**src/rtl/wf_res_arbiter_if.sv**
```systemverilog
// Request/grant bundle between wavefront requesters and the shared-resource arbiter.
// The requester side is the master; the arbiter is the slave.
interface wf_res_arbiter_if #(
    parameter int NUM_REQ = 8,
    parameter int ID_W    = 3
);
    logic [NUM_REQ-1:0] req;
    logic               done;
    logic               clr_err;
    logic [NUM_REQ-1:0] gnt;
    logic               gnt_valid;
    logic [ID_W-1:0]    gnt_id;
    logic               timeout_err;
    logic               busy;

    modport master (
        output req, done, clr_err,
        input  gnt, gnt_valid, gnt_id, timeout_err, busy
    );

    modport slave (
        input  req, done, clr_err,
        output gnt, gnt_valid, gnt_id, timeout_err, busy
    );
endinterface

```
**src/rtl/wf_res_arbiter.sv**
```systemverilog
// Round-robin arbiter for one multi-cycle resource shared by NUM_REQ wavefronts.
// A grant is held until done, or force-released by the hold watchdog.
module wf_res_arbiter #(
    parameter int NUM_REQ  = 8,
    parameter int ID_W     = 3,
    parameter int MAX_HOLD = 16,
    parameter int CNT_W    = 16
) (
    input  logic           clk,
    input  logic           rst_n,
    wf_res_arbiter_if.slave bus
);
    typedef enum logic {IDLE, HOLD} state_t;

    localparam logic [ID_W:0]    NREQ      = (ID_W+1)'(NUM_REQ);
    localparam logic [ID_W-1:0]  LAST_ID   = ID_W'(NUM_REQ-1);
    localparam logic [CNT_W-1:0] HOLD_LAST = CNT_W'(MAX_HOLD-1);

    state_t             state_q, state_d;
    logic [NUM_REQ-1:0] gnt_q, gnt_d;
    logic [ID_W-1:0]    id_q, id_d;
    logic [ID_W-1:0]    ptr_q, ptr_d;
    logic [CNT_W-1:0]   cnt_q, cnt_d;
    logic               vld_q, vld_d;
    logic               err_q, err_d;

    logic [2*NUM_REQ-1:0] dbl;
    logic [NUM_REQ-1:0]   rot;
    logic [ID_W:0]        off, sum;
    logic [ID_W-1:0]      sel, id_inc;
    logic                 found;

    // Rotate requests so bit 0 is the requester at ptr; lowest set bit wins.
    assign dbl = {bus.req, bus.req} >> ptr_q;
    assign rot = dbl[NUM_REQ-1:0];

    always_comb begin
        found = 1'b0;
        off   = '0;
        for (int i = NUM_REQ-1; i >= 0; i--) begin
            if (rot[i]) begin
                found = 1'b1;
                off   = (ID_W+1)'(i);
            end
        end
        sum = {1'b0, ptr_q} + off;
        if (sum >= NREQ) sum = sum - NREQ;
        sel = sum[ID_W-1:0];
    end

    assign id_inc = (id_q == LAST_ID) ? '0 : id_q + ID_W'(1);

    always_comb begin
        state_d = state_q;
        gnt_d   = gnt_q;
        id_d    = id_q;
        ptr_d   = ptr_q;
        cnt_d   = cnt_q;
        vld_d   = vld_q;
        err_d   = err_q & ~bus.clr_err;
        case (state_q)
            IDLE: begin
                if (found) begin
                    state_d = HOLD;
                    gnt_d   = NUM_REQ'(1) << sel;
                    id_d    = sel;
                    vld_d   = 1'b1;
                    cnt_d   = '0;
                end
            end
            HOLD: begin
                if (bus.done || cnt_q == HOLD_LAST) begin
                    state_d = IDLE;
                    gnt_d   = '0;
                    id_d    = '0;
                    vld_d   = 1'b0;
                    ptr_d   = id_inc;
                    // A timeout overrides a simultaneous clr_err.
                    if (!bus.done) err_d = 1'b1;
                end else begin
                    cnt_d = cnt_q + CNT_W'(1);
                end
            end
            default: state_d = IDLE;
        endcase
    end

    always_ff @(posedge clk or negedge rst_n) begin
        if (!rst_n) begin
            state_q <= IDLE;
            gnt_q   <= '0;
            id_q    <= '0;
            ptr_q   <= '0;
            cnt_q   <= '0;
            vld_q   <= 1'b0;
            err_q   <= 1'b0;
        end else begin
            state_q <= state_d;
            gnt_q   <= gnt_d;
            id_q    <= id_d;
            ptr_q   <= ptr_d;
            cnt_q   <= cnt_d;
            vld_q   <= vld_d;
            err_q   <= err_d;
        end
    end

    assign bus.gnt         = gnt_q;
    assign bus.gnt_valid   = vld_q;
    assign bus.gnt_id      = id_q;
    assign bus.busy        = vld_q;
    assign bus.timeout_err = err_q;
endmodule

```
**src/flat_wrapper.sv**
```systemverilog
// flat-port wrapper written by rule: the top's interface ports become plain ports
module wf_res_arbiter_flat 
#(
    parameter int NUM_REQ  = 8,
    parameter int ID_W     = 3,
    parameter int MAX_HOLD = 16,
    parameter int CNT_W    = 16
)
  (clk, rst_n, bus_req, bus_done, bus_clr_err, bus_gnt, bus_gnt_valid, bus_gnt_id, bus_timeout_err, bus_busy);
  wf_res_arbiter_if #(.NUM_REQ(NUM_REQ), .ID_W(ID_W)) bus_i ();
  input  logic clk;
  input  logic rst_n;
  input wire logic [$bits(bus_i.req)-1:0] bus_req;
  input wire logic [$bits(bus_i.done)-1:0] bus_done;
  input wire logic [$bits(bus_i.clr_err)-1:0] bus_clr_err;
  output wire logic [$bits(bus_i.gnt)-1:0] bus_gnt;
  output wire logic [$bits(bus_i.gnt_valid)-1:0] bus_gnt_valid;
  output wire logic [$bits(bus_i.gnt_id)-1:0] bus_gnt_id;
  output wire logic [$bits(bus_i.timeout_err)-1:0] bus_timeout_err;
  output wire logic [$bits(bus_i.busy)-1:0] bus_busy;
  assign bus_i.req = bus_req;
  assign bus_i.done = bus_done;
  assign bus_i.clr_err = bus_clr_err;
  assign bus_gnt = bus_i.gnt;
  assign bus_gnt_valid = bus_i.gnt_valid;
  assign bus_gnt_id = bus_i.gnt_id;
  assign bus_timeout_err = bus_i.timeout_err;
  assign bus_busy = bus_i.busy;
  wf_res_arbiter #(.NUM_REQ(NUM_REQ), .ID_W(ID_W), .MAX_HOLD(MAX_HOLD), .CNT_W(CNT_W)) u_core (.clk(clk), .rst_n(rst_n), .bus(bus_i));
endmodule
```
**config.mk**
```make
export PLATFORM = sky130hd
export DESIGN_NAME = wf_res_arbiter_flat
export DESIGN_NICKNAME = d
export VERILOG_FILES = /design/src/rtl/wf_res_arbiter_if.sv /design/src/rtl/wf_res_arbiter.sv /design/src/flat_wrapper.sv
export SDC_FILE = /design/constraint.sdc
export NUM_CORES = 1
export LEC_CHECK = 0
export BUFFER_PORTS_ARGS = -buffer_cell sky130_fd_sc_hd__buf_4
export CORE_UTILIZATION = 30
export DETAILED_ROUTE_END_ITERATION = 10
export SLEW_MARGIN = 10
export SYNTH_ARGS = -nofsm -noshare
export SYNTH_HDL_FRONTEND = slang
export SYNTH_SLANG_ARGS = --single-unit
```
**constraint.sdc**
```tcl
create_clock -name clk -period 4.4 [get_ports clk]
set_input_delay 0.88 -clock clk [delete_from_list [all_inputs] [get_ports clk]]
set_output_delay 0.88 -clock clk [all_outputs]
set_load 0.01 [all_outputs]
```
==> flow_metrics.env, run 1 <==
export IMPL_synth_area_mm2=0.002236
export IMPL_min_delay_path_depth=2
export IMPL_cp_arrival_ns=3.80
export IMPL_yosysSeqAreaShare_pct=36.93
export IMPL_rsz0062_at_grt="false"
export IMPL_global_route_usage_met2_pct=21.89
export IMPL_antenna_found_initial=0
export IMPL_start_kind="flop"
export IMPL_multi_input_area_mm2=0.001270
export IMPL_crit_start="u_core.ptr_q[1]"
export IMPL_final_cells=354
export IMPL_tritoncts="done"
export IMPL_core_mm2=0.007214
export IMPL_start_util_pct=30.99
export IMPL_leakagePower_nw=1.096
export IMPL_drt_total_wl_um=4840
export IMPL_fmax_ghz=0.2791
export IMPL_clk_latency_ns=0.28
export IMPL_ys_async_sr_fraction_pct=100.0
export IMPL_synth_seq_cells=33
export IMPL_setup_violations=0
export IMPL_ir_worst_vdd_v=0.0002679
export IMPL_viasPerCell=5.294
export IMPL_row_count=31
export IMPL_drc=0
export IMPL_fin_nets=271
export IMPL_synthMuxAreaShare_pct=12.20
export IMPL_ant_nets=0
export IMPL_grt_busiest_layer="met2"
export IMPL_diodes=0
export IMPL_slew_headroom_pct=37.29
export IMPL_grt_util_met3_pct=2.892
export IMPL_worst_slack_ns=0.8174
export IMPL_nFillCells=751
export IMPL_grt_pass1_vias=1729
export IMPL_synth_top_family_by_area="simple AND/OR/NAND/NOR gates"
export IMPL_synth_edf_count=0
export IMPL_ys_types=43
export IMPL_period_needed_ns=3.583
export IMPL_fin_skew_ns=0.005575
export IMPL_yosys_warnings=0
export IMPL_critical_path_required_ns=4.62
export IMPL_reg2reg_from="u_core.ptr_q[1]"
export IMPL_ioPinCount=26
export IMPL_pwr_density_cell_mw_per_mm2=624.4
export IMPL_hold_buffers=0
export IMPL_grt_usage_pct=13.55
export IMPL_hpwl_um=3501
export IMPL_syn_num_nets=260
export IMPL_whs_ns=0.4929
export IMPL_clk_pin_slew_ns=0.07
export IMPL_path_max_fanout=28
export IMPL_grt_pass1_wl_um=8286
export IMPL_ff2ff_setup_slack_ns=0.82
export IMPL_seq_area_um2=825.8
export IMPL_dp_slack_ns=0.8420
export IMPL_cts_resized=0
export IMPL_synthAdderAreaFrac_pct=3.134
export IMPL_numCtsBuffers=5
export IMPL_synth_avg_cell_area_um2=9.201
export IMPL_synth_compound_gate_area_share_pct=9.849
export IMPL_cts_buffer_depth=2
export IMPL_crit_type="flop to flop"
export IMPL_port_buffers=25
export IMPL_synthCells=243
export IMPL_synth_xor_area_share_pct=4.253
export IMPL_end_kind="flop"
export IMPL_syn_to_final_growth_pct=13.88
export IMPL_die_h_um=88.33
export IMPL_finalPower_mw=1.590
export IMPL_routedWlPerCell_um=13.67
export IMPL_drive_above_1_share_pct=19.61
export IMPL_synth_ff_type="dfrtp_1"
export IMPL_root_buffer="clkbuf_8"
export IMPL_via_count=1874
export IMPL_status="finished, final reports clean"
export IMPL_rr_endpoint="u_core.bus.gnt[2]"
export IMPL_overflow=0
export IMPL_die_w_um=88.33
export IMPL_finalCritPeriodShare_pct=81.42
export IMPL_slew_violations=0
export IMPL_cts_setup_buffers=0
export IMPL_grt_max_degree=34
export IMPL_tns_ns=0
export IMPL_clock_sink_count=33
export IMPL_worst_pin_slew_ns=0.9407
export IMPL_drtIter0Drc=84
export IMPL_reg2regPathDepth=11
export IMPL_endpoint="u_core.bus.gnt[2]"
export IMPL_dieArea_mm2=0.007802
export IMPL_firstDrtPassIters=4
export IMPL_h_tree_depth=2
export IMPL_dp_cells=346
export IMPL_finalHoldViolations=0
export IMPL_hp_class="flop to flop"
export IMPL_gp_congestion=0.8271
export IMPL_synth_simple_area_share_pct=27.03
export IMPL_use_met1_pct=18.61
export IMPL_drv_cap=0
==> synthesized netlist by cell type (2+ instances only) <==
master,count,share of area (%)
mux4_2,6,6.0
o21ai_0,16,3.6
xor2_1,7,2.7
mux4_1,2,2.4
nor3_1,20,4.5
a21oi_1,3,0.67
nand4_1,4,1.1
or4_1,2,0.67
nor2b_1,3,0.84
a32o_1,2,0.90
nor3b_1,7,2.4
dfrtp_1,33,37
and2_1,2,0.56
buf_2,7,1.6
nand2_1,25,4.2
inv_1,8,1.3
o31ai_1,5,1.7
clkbuf_1,11,1.8
ha_1,4,2.2
and3_1,6,1.7
buf_4,2,0.67
nand2b_1,3,0.84
nor4_1,11,3.1
a22o_1,2,0.78
o21ai_1,3,0.67
mux2i_1,4,1.8
xnor2_1,2,0.78
mux2_2,4,2.0
nor2_1,20,3.4
and4_1,4,1.6
nand3_1,3,0.67
==> worst min-delay path by stage <==
stage                   endpoint  slack [ns]              start
6_report       u_core.bus.gnt[4]        0.49  u_core.bus.gnt[4]
5_1_grt        u_core.bus.gnt[7]        0.52  u_core.bus.gnt[7]
4_1_cts        u_core.bus.gnt[7]        0.50  u_core.bus.gnt[7]
3_5_place_dp   u_core.bus.gnt[7]        0.48  u_core.bus.gnt[7]
3_3_place_gp   u_core.bus.gnt[4]        0.48  u_core.bus.gnt[4]
2_1_floorplan   u_core.cnt_q[13]        0.46   u_core.cnt_q[13]
==> worst max-delay path, stage by stage (launching register included) <==
cell     delay [ns]
dfrtp_1        0.96
mux4_1         0.73
and3_1         0.17
o21ai_0        0.13
nand2_1        0.06
o31ai_1        0.07
ha_1           0.18
inv_1          0.05
fa_1           0.37
xor2_1         0.17
xnor2_2        0.38
a32o_1         0.23
==> per-stage QoR <==
step                utilization (%)  cell area, µm²
floorplan                         -            2236
global placement              33.89            2445
detailed placement            33.89            2445
CTS                           35.29            2546
global route                  35.29            2546
finish                        35.29            2546
==> report_power, final <==
part           total [mW]  internal [mW]  switching (mW)
clock network       0.249          0.141           0.108
registers           0.487          0.364           0.123
logic               0.854          0.393           0.462
total                1.59          0.898           0.692
==> flip-flops by register name (all words and copies together), names as in the netlist <==
name	count
u_core.cnt_q	16
u_core.bus.gnt	8
u_core.bus.gnt_id	3
u_core.ptr_q	3
u_core.bus.busy	1
u_core.bus.timeout_err	1
u_core.state_q	1
==> routing by layer <==
| layer | share of wire (%) | wire length (µm) | vias to the layer above |
|---|---|---|---|
| li1 | - | - | 902 |
| met1 | 47 | 2273 | 925 |
| met2 | 48 | 2329 | 39 |
| met3 | 4.0 | 192 | 8 |
| met4 | 0.93 | 45 | 0 |
| met5 | 0 | 0 | - |
==> logic make-up after synthesis <==
| logic type | after synthesis |
|---|---|
| AOI/OAI and AO/OA | 35 |
| xor gates and xnor gates | 10 |
| adders and majority gates | 5 |
| buffers and inverters | 30 |
| DFF | 33 |
| muxes | 16 |
| and+or+nand+nor | 114 |
==> layout by cell type, fill, tap and decap left out, drive strengths merged <==
cell type  instances
a22o               2
or2                1
o211ai             1
and3               6
nand3              3
clkinv             1
o22ai              1
nand3b             1
nor3b              8
nand2             25
a21oi              3
a41oi              1
mux2               4
xor2               7
nand2b             3
clkbuf             7
a32o               2
nor4              11
nor2              20
o21ai             19
xnor2              3
a21o               1
ha                 4
mux4               8
and2               2
fa                 1
dfrtp             33
nor2b              3
buf               26
nor3              21
or4                2
nand4              4
and4               4
inv                8
mux2i              4
o31ai              5
==> layout make-up <==
class                   count  share of cell area [%]
well taps                  99                   4.865
multi-input cells         180                   49.88
clock buffers               7                   3.784
inverters                   8                   1.179
flip-flops and latches     33                   32.43
clock inverters             1                  0.1966
repair buffers             26                   7.666
No activity file was read; power rests on OpenSTA's default activity.
==> inputs of run 2 (changes only) <==
==> constraint.sdc (replaced) <==
create_clock -name clk -period 3.17 [get_ports clk]
set_input_delay 0.634 -clock clk [delete_from_list [all_inputs] [get_ports clk]]
set_output_delay 0.634 -clock clk [all_outputs]
set_load 0.01 [all_outputs]
==> flow_metrics.env, run 2 (synthesized netlist as in run 1, its figures left out) <==
export IMPL_cp_buffers_inverters=3
export IMPL_hp_class="primary input to async pin"
export IMPL_rr_endpoint="u_core.bus.gnt[2]"
export IMPL_clock_sink_count=33
export IMPL_layout_commonest_cell="buf_4"
export IMPL_row_count=31
export IMPL_core_mm2=0.007214
export IMPL_p_int_mw=1.694
export IMPL_clk_latency_ns=0.28
export IMPL_period_needed_ns=3.016
export IMPL_grt_usage_pct=13.73
export IMPL_diodes=0
export IMPL_drtIter0Drc=70
export IMPL_finalPower_mw=2.765
export IMPL_overflow=0
export IMPL_largest_register_ffs=16
export IMPL_drc=0
export IMPL_power_switching_mw=1.071
export IMPL_ir_worst_vdd_v=0.0003321
export IMPL_critPathTopFamily="multiplexers"
export IMPL_grt_pass1_vias=1763
export IMPL_tritoncts="done"
export IMPL_start_util_pct=30.99
export IMPL_setup_violations=0
export IMPL_reg2regPathDepth=14
export IMPL_start_kind="flop"
export IMPL_cp_cell_sequence="buf_12, mux4_2, mux2_2, o21ai_0, o21ai_0, nand2_1, o31ai_1, ha_1, inv_1, fa_2, xor2_2, xnor2_2, buf_4, a32o_1"
export IMPL_status="finished, final reports clean"
export IMPL_drive_above_1_share_pct=26.74
export IMPL_antenna_found_initial=0
export IMPL_firstDrtPassIters=4
export IMPL_slowest_delay_ns=0.48
export IMPL_leakagePower_nw=1.215
export IMPL_cp_arrival_ns=3.19
export IMPL_clk_pin_slew_ns=0.07
export IMPL_cp_common_cell="o21ai_0"
export IMPL_drt_total_wl_um=5097
export IMPL_whs_ns=0.2801
export IMPL_die_h_um=88.33
export IMPL_grt_max_degree=34
export IMPL_ff2ff_setup_slack_ns=0.15
export IMPL_routedWlPerCell_um=13.70
export IMPL_worst_pin_slew_ns=0.6665
export IMPL_root_buffer="clkbuf_8"
export IMPL_hold_buffers=0
export IMPL_numCtsBuffers=5
export IMPL_finalCritPeriodShare_pct=95.13
export IMPL_slew_violations=0
export IMPL_power_share_switching_pct=38.74
export IMPL_fin_skew_ns=0.004136
export IMPL_hpwl_um=3547
export IMPL_fmax_ghz=0.3316
export IMPL_clockPowerShare_pct=17.0
export IMPL_critical_path_required_ns=3.34
export IMPL_port_buffers=25
export IMPL_grt_pass1_wl_um=8500
export IMPL_fin_nets=289
export IMPL_syn_to_final_growth_pct=24.40
export IMPL_viasPerCell=5.142
export IMPL_most_common_layout_cells="buf_4 (40), dfrtp_1 (32), nand2_1 (25), nor2_1 (20), nor3_1 (20)"
export IMPL_pwr_density_cell_mw_per_mm2=994.0
export IMPL_drv_cap=0
export IMPL_via_count=1913
export IMPL_crit_type="flop to flop"
export IMPL_cp_slowest_cell="mux4_2"
export IMPL_slew_headroom_pct=55.40
export IMPL_die_w_um=88.33
export IMPL_power_share_combinational_pct=61.0
export IMPL_end_kind="flop"
export IMPL_h_tree_depth=2
export IMPL_largest_register="u_core.cnt_q"
export IMPL_rsz0062_at_grt="false"
export IMPL_ioPinCount=26
export IMPL_reg2reg_from="u_core.ptr_q[1]"
export IMPL_finalHoldViolations=0
export IMPL_path_max_fanout=11
export IMPL_gp_congestion=0.8489
export IMPL_cts_buffer_depth=2
export IMPL_dieArea_mm2=0.007802
export IMPL_pwr_share_seq_pct=22.0
export IMPL_ant_nets=0
==> run 2: per-stage QoR <==
step	instances	TNS (ns)	instance area, µm²	worst slack, ns	utilization [%]
after detailed placement	358	-0.6483	2560	-0.09041	35.48
after CTS	366	0	2694	0.04156	37.34
after global routing	372	0	2781	0.002266	38.55
after floorplan	243	0	2236	0.02685	-
after global placement	358	-0.2089	2560	-0.04771	35.48
final	372	0	2781	0.1543	38.55
==> run 2: timing repair <==
item / CTS / global route
endpoints found under the setup margin: 0 / 9
buffers inserted: 0 / 5
resized for setup: 0 / 5
==> run 2: power by group through the flow <==
stage	logic, mW	clock network, mW	registers [mW]
floorplan	1.03	0	0.578
CTS	1.43	0.478	0.604
finish	1.69	0.470	0.609
detailed placement	1.43	0	0.612
global placement	1.41	0	0.611
global route	1.85	0.496	0.625
==> run 2: cell type report <==
type | instances | area, µm²
clock buffers | 5 | 68.82
fillers | 747 | 4433
multi-input cells | 180 | 1281
well taps | 99 | 123.9
inverters | 8 | 30.03
clock inverters | 3 | 65.06
flip-flops and latches | 33 | 827.0
repair buffers | 44 | 385.4
==> run 2: how the worst max path moves through the flow <==
| stage | startpoint | to | slack (ns) | cells after the start |
|---|---|---|---|---|
| floorplan | bus_req[5] | u_core.bus.gnt[2] | 0.03 | 13 |
| global placement | bus_req[1] | u_core.bus.gnt[2] | -0.05 | 12 |
| detailed placement | bus_req[5] | u_core.bus.gnt[2] | -0.09 | 13 |
| CTS | u_core.ptr_q[1] | u_core.bus.gnt[2] | 0.04 | 12 |
| global route | u_core.ptr_q[1] | u_core.bus.gnt[0] | 0.002 | 14 |
| finish | u_core.ptr_q[1] | u_core.bus.gnt[2] | 0.15 | 14 |
==> run 2: worst register-to-register path, stage by stage, from the launching register on <==
cell and delay [ns]:
dfrtp_2 0.44, buf_12 0.15, mux4_2 0.48, mux2_2 0.29
o21ai_0 0.15, o21ai_0 0.10, nand2_1 0.07, o31ai_1 0.07
ha_1 0.18, inv_1 0.08, fa_2 0.22, xor2_2 0.17
xnor2_2 0.09, buf_4 0.17, a32o_1 0.25
==> run 2: per-layer routing <==
layer	track usage, %	vias up	share of wire, %
li1	-	934	-
met1	18.88	941	49
met2	22.45	32	48
met3	2.705	6	2.8
met4	2.933	0	1.0
met5	0	-	0
==> inputs of run 3 (changes only) <==
--- a/config.mk
+++ b/config.mk
@@ -5,6 +5,7 @@
 export SDC_FILE = /design/constraint.sdc
 export NUM_CORES = 1
 export LEC_CHECK = 0
+export ABC_AREA = 1
 export BUFFER_PORTS_ARGS = -buffer_cell sky130_fd_sc_hd__buf_4
 export CORE_UTILIZATION = 30
 export DETAILED_ROUTE_END_ITERATION = 10
==> flow_metrics.env, run 3 <==
export IMPL_status="finished, final reports clean"
export IMPL_pwr_density_cell_mw_per_mm2=912.2
export IMPL_global_route_usage_met2_pct=20.38
export IMPL_syn_num_nets=308
export IMPL_slew_headroom_pct=64.33
export IMPL_drc=0
export IMPL_finalCritPeriodShare_pct=89.48
export IMPL_critical_path_required_ns=3.39
export IMPL_synth_top_area_share_pct=37.71
export IMPL_dieArea_mm2=0.007644
export IMPL_finalPower_mw=2.333
export IMPL_cp_arrival_ns=3.06
export IMPL_slew_violations=0
export IMPL_nFillCells=757
export IMPL_root_buffer="clkbuf_8"
export IMPL_die_w_um=87.43
export IMPL_hp_class="primary input to async pin"
export IMPL_fin_skew_ns=0.008552
export IMPL_clk_pin_slew_ns=0.07
export IMPL_slowest_delay_ns=0.58
export IMPL_ys_types=37
export IMPL_path_max_fanout=6
export IMPL_clock_sink_count=33
export IMPL_synth_avg_cell_area_um2=7.524
export IMPL_port_buffers=25
export IMPL_synth_edf_count=0
export IMPL_drt_total_wl_um=4770
export IMPL_grt_pass1_vias=1764
export IMPL_core_mm2=0.006907
export IMPL_tns_ns=0
export IMPL_row_count=30
export IMPL_numCtsBuffers=5
export IMPL_setup_violations=0
export IMPL_ir_worst_vdd_v=0.0003007
export IMPL_period_needed_ns=2.837
export IMPL_start_util_pct=31.70
export IMPL_cp_cell_sequence="clkbuf_2, nand2_1, nand3_1, nand2_1, nand2_1, nand2_1, a21oi_1, o21ai_0, nand2_1, a21boi_1, ha_1, inv_1, fa_2, inv_1, nor2_1, inv_1, nor2_1, nand3_1, nand2_1"
export IMPL_drive_above_1_share_pct=19.75
export IMPL_start_kind="flop"
export IMPL_synth_area_mm2=0.002190
export IMPL_tritoncts="done"
export IMPL_overflow=0
export IMPL_ant_nets=0
export IMPL_cp_common_cell="nand2_1"
export IMPL_crit_type="flop to flop"
export IMPL_rsz0062_at_grt="false"
export IMPL_grt_util_met3_pct=2.749
export IMPL_synth_seq_cells=33
export IMPL_synthCells=291
export IMPL_fin_nets=335
export IMPL_grt_pass1_wl_um=8314
export IMPL_firstDrtPassIters=4
export IMPL_routedWlPerCell_um=11.49
export IMPL_syn_to_final_growth_pct=16.80
export IMPL_end_kind="flop"
export IMPL_gp_congestion=0.8660
export IMPL_largest_register_ffs=16
export IMPL_layout_commonest_cell="nand2_1"
export IMPL_yosys_cell_count_top_type="nand2_1"
export IMPL_yosysSeqAreaShare_pct=37.71
export IMPL_antenna_found_initial=0
export IMPL_cts_buffer_depth=2
export IMPL_clk_latency_ns=0.29
export IMPL_leakagePower_nw=1.253
export IMPL_yosys_warnings=0
export IMPL_synth_ff_type="dfrtp_1"
export IMPL_final_cells=415
export IMPL_h_tree_depth=2
export IMPL_largest_register="u_core.cnt_q"
export IMPL_ys_async_sr_fraction_pct=100.0
export IMPL_reg2regPathDepth=19
export IMPL_fmax_ghz=0.3525
export IMPL_grt_usage_pct=13.83
export IMPL_hpwl_um=3465
export IMPL_diodes=0
export IMPL_grt_busiest_layer="met2"
export IMPL_worst_pin_slew_ns=0.5335
export IMPL_viasPerCell=4.747
export IMPL_dp_cells=405
export IMPL_finalHoldViolations=0
export IMPL_synth_top_cells_by_count="nand2_1 (86), nand3_1 (53), dfrtp_1 (33)"
export IMPL_ys_top_cells_by_area="dfrtp_1 (38%), nand2_1 (15%), nand3_1 (12%), inv_1 (3.8%), nor2_1 (2.7%)"
export IMPL_drv_cap=0
export IMPL_most_common_layout_cells="nand2_1 (86), nand3_1 (53), dfrtp_1 (31), buf_4 (28), inv_1 (22)"
export IMPL_drtIter0Drc=84
export IMPL_via_count=1970
export IMPL_synth_largest_area_cell="dfrtp_1"
export IMPL_cp_slowest_cell="fa_2"
export IMPL_grt_max_degree=34
export IMPL_use_met1_pct=19.99
export IMPL_die_h_um=87.43
export IMPL_ioPinCount=26
==> run 3: changes by cell type in the layout (fill, tap and decap cells not counted), moves of 6 or more <==
cell,delta
o21ai_2,+6
nor3b_1,-7
mux4_2,-7
inv_1,+14
nand3_1,+50
nor4_1,-10
o21ai_0,-10
nor3_1,-18
buf_4,-12
nand2_1,+61
==> run 3: cell families (layout without fill, tap and decap cells) <==
kind of cell | Yosys count | count (layout) | synth area share [%]
adders and majority gates | 5 | 5 | 3.200
and+or+nand+nor | 180 | 180 | 38.40
xor gates and xnor gates | 8 | 8 | 3.200
AOI/OAI and AO/OA | 31 | 31 | 9.600
buffers and inverters | 34 | 62 | 7.886
DFF | 33 | 33 | 37.71
==> run 3: final cells by class <==
| cell class | count | area (µm²) | share of cell area, % |
|---|---|---|---|
| Multi-Input combinational cell | 224 | 1194 | 46.67 |
| Sequential cell | 33 | 828.3 | 32.39 |
| Timing Repair Buffer | 29 | 215.2 | 8.415 |
| Tap cell | 96 | 120.1 | 4.697 |
| Inverter | 25 | 98.84 | 3.865 |
| Clock buffer | 7 | 96.34 | 3.767 |
| Clock inverter | 1 | 5.005 | 0.1957 |
==> run 3: per-layer routing <==
layer | part of all wire [%] | vias up
li1 | - | 1026
met1 | 52 | 903
met4 | 1.4 | 0
met3 | 3.7 | 6
met5 | 0 | -
met2 | 43 | 35
==> run 3: worst paths after layout <==
path,start,slack (ns),end
worst max-delay path,u_core.ptr_q[0],0.33,u_core.bus.gnt[4]
worst min-delay path,rst_n,0.27,u_core.cnt_q[7]
worst max register to register,u_core.ptr_q[0],0.33,u_core.bus.gnt[4]
worst min register to register,u_core.bus.busy,0.51,u_core.bus.busy
max in group asynchronous,rst_n,2.56,u_core.ptr_q[0]
min in group clk,u_core.bus.busy,0.51,u_core.bus.busy
==> run 3: repair_timing <==
item	in CTS	in global routing
setup endpoints to repair	0	9
resized for setup	0	5
hold buffers	0	0
buffers inserted	0	2
==> run 3: stage by stage <==
step                setup slack [ns]  utilization (%)  hold WS, ns  instance area, µm²
CTS                           0.1437            36.74       0.2941                2537
finish                        0.3334            37.03       0.2707                2557
floorplan                     0.5688                -       0.3384                2190
global placement              0.1697            35.27       0.4916                2436
detailed placement            0.1177            35.27       0.4961                2436
global route                 0.01556            37.03       0.3091                2557
==> run 3: where the power goes <==
group,switching [mW],internal [mW]
Clock,0.153,0.196
Sequential,0.0929,0.516
Combinational,0.890,0.485
Total,1.14,1.20
==> run 3: critical path: cells and delay by family, from the launching register on <==
family	cells	cell delay, ns
AND/OR/NAND/NOR	10	0.87
adder cells (fa/ha/maj)	2	0.74
flip-flops	1	0.46
buffers and inverters	4	0.35
AO/OA/AOI/OAI	3	0.34
